**config.mk**
```make
export PLATFORM = sky130hd
export DESIGN_NAME = vga_sync_gen
export DESIGN_NICKNAME = d
export VERILOG_FILES = /design/src/rtl/vga_sync_gen_pkg.sv /design/src/rtl/vga_axis_counter.sv /design/src/rtl/vga_sync_gen.sv
export SDC_FILE = /design/constraint.sdc
export NUM_CORES = 1
export LEC_CHECK = 0
export CAP_MARGIN = 20
export CORE_MARGIN = 3
export CORE_UTILIZATION = 40
export CTS_CLUSTER_DIAMETER = 100
export CTS_CLUSTER_SIZE = 12
export DETAILED_ROUTE_END_ITERATION = 10
export GPL_ROUTABILITY_DRIVEN = 0
export PLACE_DENSITY = 0.84
export SYNTH_ARGS = -nofsm -noshare
export SYNTH_HDL_FRONTEND = slang
export SYNTH_SLANG_ARGS = --single-unit
```
**constraint.sdc**
```tcl
create_clock -name pixel_clck -period 1.8 [get_ports pixel_clck]
set_input_delay 0.45 -clock pixel_clck [delete_from_list [all_inputs] [get_ports pixel_clck]]
set_output_delay 0.45 -clock pixel_clck [all_outputs]
set_load 0.005 [all_outputs]
```
**src/rtl/vga_sync_gen_pkg.sv**
```systemverilog
// rtl/vga_sync_gen_pkg.sv - shared 640x480@60 timing constants and derivations for the video pipeline
package vga_sync_gen_pkg;

    localparam int COORD_W = 10;

    localparam int H_VISIBLE_DEF = 640;
    localparam int H_FRONT_DEF   = 16;
    localparam int H_SYNC_DEF    = 96;
    localparam int H_BACK_DEF    = 48;
    localparam int V_VISIBLE_DEF = 480;
    localparam int V_FRONT_DEF   = 10;
    localparam int V_SYNC_DEF    = 2;
    localparam int V_BACK_DEF    = 33;
    localparam logic SYNC_POL_DEF = 1'b0;

    typedef struct packed {
        logic [3:0] red;
        logic [3:0] green;
        logic [3:0] blue;
    } rgb_t;

    function automatic int axis_total(input int visible, input int front, input int sync, input int back);
        return visible + front + sync + back;
    endfunction

    function automatic int sync_start(input int visible, input int front);
        return visible + front;
    endfunction

    function automatic int sync_end(input int visible, input int front, input int sync);
        return visible + front + sync;
    endfunction

    // Map a raw "in sync window" flag onto the connector level.
    function automatic logic sync_level(input logic active, input logic pol);
        return active ? pol : ~pol;
    endfunction

endpackage

```
**src/rtl/vga_axis_counter.sv**
```systemverilog
// rtl/vga_axis_counter.sv - one raster axis: wrapping counter with visible and sync-window decode
module vga_axis_counter
    import vga_sync_gen_pkg::*;
#(
    parameter int TOTAL      = 800,
    parameter int SYNC_START = 656,
    parameter int SYNC_END   = 752,
    parameter int VISIBLE    = 640
) (
    input  logic               clk,
    input  logic               reset,
    input  logic               en,
    output logic [COORD_W-1:0] count,
    output logic               wrap,
    output logic               visible,
    output logic               sync_raw
);

    localparam logic [COORD_W-1:0] LAST    = COORD_W'(TOTAL - 1);
    localparam logic [COORD_W-1:0] S_START = COORD_W'(SYNC_START);
    localparam logic [COORD_W-1:0] S_END   = COORD_W'(SYNC_END);
    localparam logic [COORD_W-1:0] VIS     = COORD_W'(VISIBLE);

    assign wrap     = en && (count == LAST);
    assign visible  = count < VIS;
    assign sync_raw = (count >= S_START) && (count < S_END);

    always_ff @(posedge clk) begin
        if (reset) begin
            count <= '0;
        end else if (en) begin
            count <= wrap ? '0 : count + 1'b1;
        end
    end

endmodule

```
**src/rtl/vga_sync_gen.sv**
```systemverilog
// rtl/vga_sync_gen.sv - VGA raster timing: coordinates, registered sync and blanked colour to the DAC
module vga_sync_gen
    import vga_sync_gen_pkg::*;
#(
    parameter int   H_VISIBLE = H_VISIBLE_DEF,
    parameter int   H_FRONT   = H_FRONT_DEF,
    parameter int   H_SYNC    = H_SYNC_DEF,
    parameter int   H_BACK    = H_BACK_DEF,
    parameter int   V_VISIBLE = V_VISIBLE_DEF,
    parameter int   V_FRONT   = V_FRONT_DEF,
    parameter int   V_SYNC    = V_SYNC_DEF,
    parameter int   V_BACK    = V_BACK_DEF,
    parameter logic SYNC_POL  = SYNC_POL_DEF
) (
    input  logic               pixel_clck,
    input  logic               reset,
    input  logic [3:0]         red_in,
    input  logic [3:0]         green_in,
    input  logic [3:0]         blue_in,
    output logic [COORD_W-1:0] x_coords,
    output logic [COORD_W-1:0] y_coords,
    output logic               video_on,
    output logic               frame_tick,
    output logic               vga_hsync,
    output logic               vga_vsync,
    output logic [3:0]         vga_red,
    output logic [3:0]         vga_green,
    output logic [3:0]         vga_blue
);

    localparam int H_TOTAL = axis_total(H_VISIBLE, H_FRONT, H_SYNC, H_BACK);
    localparam int V_TOTAL = axis_total(V_VISIBLE, V_FRONT, V_SYNC, V_BACK);

    logic h_wrap, h_visible, h_sync_raw;
    logic v_visible, v_sync_raw, unused_v_wrap;
    rgb_t pixel_in, pixel_out;

    vga_axis_counter #(
        .TOTAL      (H_TOTAL),
        .SYNC_START (sync_start(H_VISIBLE, H_FRONT)),
        .SYNC_END   (sync_end(H_VISIBLE, H_FRONT, H_SYNC)),
        .VISIBLE    (H_VISIBLE)
    ) u_h_counter (
        .clk      (pixel_clck),
        .reset    (reset),
        .en       (1'b1),
        .count    (x_coords),
        .wrap     (h_wrap),
        .visible  (h_visible),
        .sync_raw (h_sync_raw)
    );

    // Vertical axis advances once per line, so its sync edges land on the line wrap.
    vga_axis_counter #(
        .TOTAL      (V_TOTAL),
        .SYNC_START (sync_start(V_VISIBLE, V_FRONT)),
        .SYNC_END   (sync_end(V_VISIBLE, V_FRONT, V_SYNC)),
        .VISIBLE    (V_VISIBLE)
    ) u_v_counter (
        .clk      (pixel_clck),
        .reset    (reset),
        .en       (h_wrap),
        .count    (y_coords),
        .wrap     (unused_v_wrap),
        .visible  (v_visible),
        .sync_raw (v_sync_raw)
    );

    assign video_on = h_visible && v_visible;
    assign pixel_in = '{red: red_in, green: green_in, blue: blue_in};

    always_ff @(posedge pixel_clck) begin
        if (reset) begin
            vga_hsync  <= ~SYNC_POL;
            vga_vsync  <= ~SYNC_POL;
            pixel_out  <= '0;
            frame_tick <= 1'b0;
        end else begin
            vga_hsync  <= sync_level(h_sync_raw, SYNC_POL);
            vga_vsync  <= sync_level(v_sync_raw, SYNC_POL);
            pixel_out  <= video_on ? pixel_in : '0;
            frame_tick <= (x_coords == '0) && (y_coords == '0);
        end
    end

    assign vga_red   = pixel_out.red;
    assign vga_green = pixel_out.green;
    assign vga_blue  = pixel_out.blue;

endmodule

```
# Word-level counts from Yosys, hierarchy flattened
# Cells that the tools add are included.
classes:
  addsub: 2
  n_lt_le_gt_ge: 6
  n_eq_ne: 2
  muxes: 3
  bitwise: 1
  n_reduce_logical: 9
op_table:
  columns: ["cell", "count"]
  rows:
  - ["10-bit by 1-bit adder with 10-bit output (second input constant)", 2]
  - ["10-bit == test (second input constant)", 2]
  - ["10-bit logical NOT", 2]
  - ["10-bit < comparator (second input constant)", 2]
  - ["10-bit by 9-bit < comparator with 1-bit output (second input constant)", 2]
  - ["10-bit greater-or-equal comparator (second input constant)", 1]
  - ["10-bit by 9-bit greater-or-equal comparator with 1-bit output (second input constant)", 1]
  - ["10-bit 2-to-1 mux", 1]
  - ["1-bit logical AND", 5]
  - ["2-bit OR reduction", 2]
  - ["1-bit 2-to-1 mux", 2]
  - ["1-bit NOT", 1]
totals:
  regBits: 35
  out_inout_bits: 36
  elab_cells: 31

# Depth between registers and ports, before layout
depth:
  depth_word: 4
  ltp_mapped: 6

# Hierarchy
# A second synthesis with hierarchy kept.
unflattened:
  hier_cells: 161
  hier_area_um2: 1515.2
by_module_without_submodules:
  columns: ["module", "n_inst", "cells_each", "area_per_inst_um2", "seq_area_each_um2"]
  rows:
  - ["vga_axis_counter at u_v_counter", 1, 59, 528.0, 200.2]
  - ["vga_axis_counter at u_h_counter", 1, 62, 525.5, 200.2]
  - ["vga_sync_gen", 1, 40, 461.7, 300.3]

# Worst setup path before layout
# Ideal clock, no wire load.
synth_path:
  path_type: "register to register"
  from: "register u_h_counter.count[5]"
  to: "register u_v_counter.count[4]"
  t_arrival_ns: 1.900
  slack_ns: -0.171
  path_stages_with_launch: 6
  period_less_slack_ns: 1.971
  cell_sequence: "dfxtp_1 -> buf_6 -> or3_4 -> or4_4 -> or4_1 -> a21oi_1"
synth_via:
  elab_chain_len: 3
synth_rtl:
  columns: ["element", "line", "rtl"]
  rows:
  - ["from (decl)", "vga_axis_counter.sv:13", "output logic [COORD_W-1:0] count,"]
  - ["from (signal assigned)", "vga_axis_counter.sv:32", "count <= wrap ? '0 : count + 1'b1;"]
  - ["10-bit == test *", "vga_axis_counter.sv:24", "assign wrap = en && (count == LAST);"]
  - ["1-bit logical AND", "vga_axis_counter.sv:24", null]
  - ["10-bit 2-to-1 mux", "vga_axis_counter.sv:32", null]
  - ["to (signal assigned)", "vga_axis_counter.sv:32", null]
  - ["to (decl)", "vga_axis_counter.sv:13", null]
# Every way passes the cells marked *; elsewhere a longest branch is shown, timed or not.
# A chain may end at the register's enable or synchronous reset.

# Worst setup path in the final report
layout_path:
  from: "register u_h_counter.count[6]"
  to: "register u_v_counter.count[8]"
# The elaborated chain is that of the path after synthesis.

==> out/results.tsv <==
stage	metric	value	unit
layout	P&R area growth vs syn	66.2	%
worst_setup_path	critical path required time	2.03	ns
yosys	largest family of logic cells by synthesized area	simple AND/OR/NAND/NOR gates	
sta	minimum clock period	1.87	ns
floorplanning	chip height	66.6	um
yosys	Synth Instances	158	
route	drt drc	0	
grt	largest net degree at the start of global routing	15	
clocking	Clock Tree Root	clkbuf_8	
clocking	Clock Path Buffers	2	
route	Vias	1462	
sta	Slew Limit Fails	0	
grt	GRT overflow	0	
sta	setup_tns	-0.262	ns
floorplanning	# IOs	50	
sta	fin crit share	1.04	
yosys	Synth Register Bits	35	
yosys	Mean Syn Cell Area	9.30	um^2
yosys	Synth Area in Compound Gates	0.0639	
worst_setup_path	CP Launch Type	flip-flop	
layout	commonest non-fill, non-tap cell in the layout	clkdlybuf4s50_1	
clocking	H-tree depth	2	
clocking	CTS buffer count	5	
outcome	violated checks	negative setup slack	
pwr	Power Internal	0.00124	W
layout	number of fill cells	253	
placement	dpl ws	-0.159	ns
route	total detailed-routing wirelength	3.99	mm
outcome	status	complete, but fails checks	
sta	RSZ-0062 raised after global routing	yes	
route	via-per-instance ratio	5.02	
pwr	clock share of power	0.395	
sta	clk_skew	0.00228	ns
yosys	mux cell area share after synthesis	0	
worst_setup_path	Reg-to-Reg End	u_v_counter.count[8]	
min_path	Hold Crit Depth	2	
worst_setup_path	CP max FO	4	
grt	initial antenna violation count	0	
pwr	sw power	0.000331	W
sta	# setup viols final	5	
worst_setup_path	r2r startpoint	u_h_counter.count[6]	
sta	Final Hold Viols	0	
worst_setup_path	worst reg2reg path depth	4	
pwr	Total Power	0.00157	W
floorplanning	number of core rows	21	
min_path	Worst Hold Class	reg -> reg	
worst_setup_path	critical setup path kind	reg -> reg	
placement	Placed Cells	278	
grt	vias in the first global route	1371	
clocking	Sink Count	35	
sta	fmax	534	MHz
route	first-pass iteration count of the detailed router	5	
layout	Final Non-Filler Cells	291	
yosys	simple-gate share of the synthesized area	0.304	
min_path	hold_sp	u_v_counter.count[1]	
layout	# nets final	263	
pwr	Worst VDD drop	0.563	mV
floorplanning	die area	4440	um^2
worst_setup_path	Critical Path End Type	flip-flop	
pwr	Net Sw Frac	0.210	
yosys	sequential cell area fraction in the yosys report	0.477	
clocking	CTS clk-pin slew, worst paths	0.07	ns
yosys	post-synthesis adder-cell area fraction	0.0426	
clocking	clk_lat worst skew	0.29	ns
floorplanning	Die Span X	66.6	um
pwr	Lkg Pwr	0.952	nW
sta	Final Worst Setup Slack	-0.0734	ns
min_path	Hold EP	u_v_counter.count[1]	
floorplanning	core box area	3440	um^2
layout	most frequent cells in the layout	46 x clkdlybuf4s50_1, 34 x buf_4, 22 x dfxtp_1	
pwr	Comb pwr share	0.092	
yosys	Cell Area, Synth	1470	um^2
pwr	Pwr per Cell Area	645	nW/um^2
yosys	count of different cell masters after synthesis	34	
yosys	XOR/XNOR Fraction of Synth Area	0.0656	
worst_setup_path	Worst Path Arrival	2.10	ns
pwr	sequential power share	0.513	
grt	GRT Overall Usage	0.194	
sta	Slew headroom	0.617	
grt	global-route wire length before repair	6.31	mm
worst_setup_path	FF-to-FF setup slack	-0.07	ns
placement	DPL Wire Length	2.74	mm
route	Avg WL per Cell	13.7	um
route	DRT iter0 DRCs	90	
layout	ant diodes	0	
clocking	CTS tree	built	
job	Max-cap violations	0	
sta	Worst-Margin Slew	0.571	ns
yosys	Yosys Warn Count	0	
route	Post-DRT Antenna Nets	0	
yosys	synthesized net count	177	
floorplanning	Starting Density	0.427	
placement	# port buffers	49	
layout	fraction of layout cells with a size suffix above 1	0.314	
## area by class of cell
class                           instances  area [um^2]  share of cell area
Inverter                                9         33.8              0.0138
Clock buffer                            8          100              0.0410
Timing Repair Buffer                   86          776               0.318
Tap cell                               46         57.6              0.0236
Sequential cell                        35          717               0.294
Multi-Input combinational cell        107          757               0.310
## worst max-delay path by stage
stage               cells after the start            startpoint  slack, ns                    to
global route                            5  u_h_counter.count[0]      -0.12  u_v_counter.count[9]
CTS                                     4  u_h_counter.count[6]      -0.04  u_v_counter.count[4]
detailed placement                      3                 reset      -0.16          vga_green[1]
global placement                        3                 reset      -0.09           vga_blue[3]
finish                                  4  u_h_counter.count[6]      -0.07  u_v_counter.count[8]
floorplan                               5  u_h_counter.count[5]      -0.17  u_v_counter.count[4]
## worst max-delay path: stages (launching register included)
cell and delay, ns:
dfxtp_2 0.32, or3_4 0.41, or4_4 0.54, or4_4 0.43, a21oi_2 0.12
## what timing repair did
| item | CTS | global route |
|---|---|---|
| pin swaps | 4 | 3 |
| buffers inserted | 1 | 4 |
| cloned | 0 | 0 |
| resized for setup | 5 | 28 |
| setup endpoints to repair | 7 | 28 |
| hold buffers | 0 | 0 |
## sequential cells by signal, indices dropped and copies added (netlist names)
signal / count
vga_green: 4
u_v_counter.count: 10
vga_hsync: 1
vga_blue: 4
vga_vsync: 1
frame_tick: 1
vga_red: 4
u_h_counter.count: 10
## power by group through the flow
stage	logic [W]	registers (W)	clock network, W
after floorplan	0.0000350	0.000830	0
final	0.000145	0.000807	0.000622
after CTS	0.000141	0.000806	0.000627
after global placement	0.000136	0.000822	0
after global routing	0.000156	0.000808	0.000669
after detailed placement	0.000138	0.000822	0
## per-stage QoR
step | hold WS (ns) | utilization | instance area [um^2]
5_1_grt | 0.545 | 0.709 | 2440
4_1_cts | 0.531 | 0.678 | 2330
6_report | 0.519 | 0.709 | 2440
2_1_floorplan | 0.457 | - | 1470
3_5_place_dp | 0.521 | 0.647 | 2230
3_3_place_gp | 0.513 | 0.647 | 2230
## routing by layer
| layer | part of all wire | GRT usage | vias to the layer above |
|---|---|---|---|
| met4 | 0.031 | 0.0939 | 0 |
| li1 | - | - | 729 |
| met1 | 0.42 | 0.232 | 684 |
| met3 | 0.041 | 0.0540 | 10 |
| met2 | 0.51 | 0.317 | 39 |
| met5 | 0 | 0 | - |
## cell usage after synthesis
master | instances | share of area
o21ai_0 | 4 | 0.014
o32ai_1 | 1 | 0.0060
nand4_1 | 8 | 0.034
buf_2 | 1 | 0.0034
or4_4 | 2 | 0.015
clkbuf_1 | 5 | 0.013
nor4bb_1 | 1 | 0.0068
inv_1 | 9 | 0.023
and4_1 | 1 | 0.0060
or4_1 | 3 | 0.015
nor4b_1 | 1 | 0.0060
or3_1 | 2 | 0.0085
or3_2 | 1 | 0.0051
buf_6 | 1 | 0.0077
o31ai_1 | 2 | 0.010
or3_4 | 1 | 0.0077
nor3_1 | 12 | 0.041
nor2_1 | 9 | 0.023
a21o_1 | 1 | 0.0051
o2111ai_1 | 1 | 0.0060
nand3_1 | 7 | 0.024
a31o_2 | 1 | 0.0060
or4b_2 | 1 | 0.0068
ha_1 | 5 | 0.043
nor3b_1 | 1 | 0.0051
xor2_1 | 5 | 0.030
nand2_1 | 7 | 0.018
nand3b_1 | 1 | 0.0051
dfxtp_1 | 35 | 0.48
or2_2 | 1 | 0.0043
xnor2_1 | 6 | 0.036
and2_1 | 12 | 0.051
a21oi_1 | 5 | 0.017
nor4_1 | 5 | 0.021
## logic make-up (layout without fill, tap and decap cells)
group | after synthesis | in the layout
AOI/OAI and AO/OA | 15 | 15
buffers and inverters | 16 | 103
xor gates and xnor gates | 11 | 11
DFF | 35 | 35
and+or+nand+nor | 76 | 76
adders and majority gates | 5 | 5
Note: power is estimated with default switching activity, not from simulation.
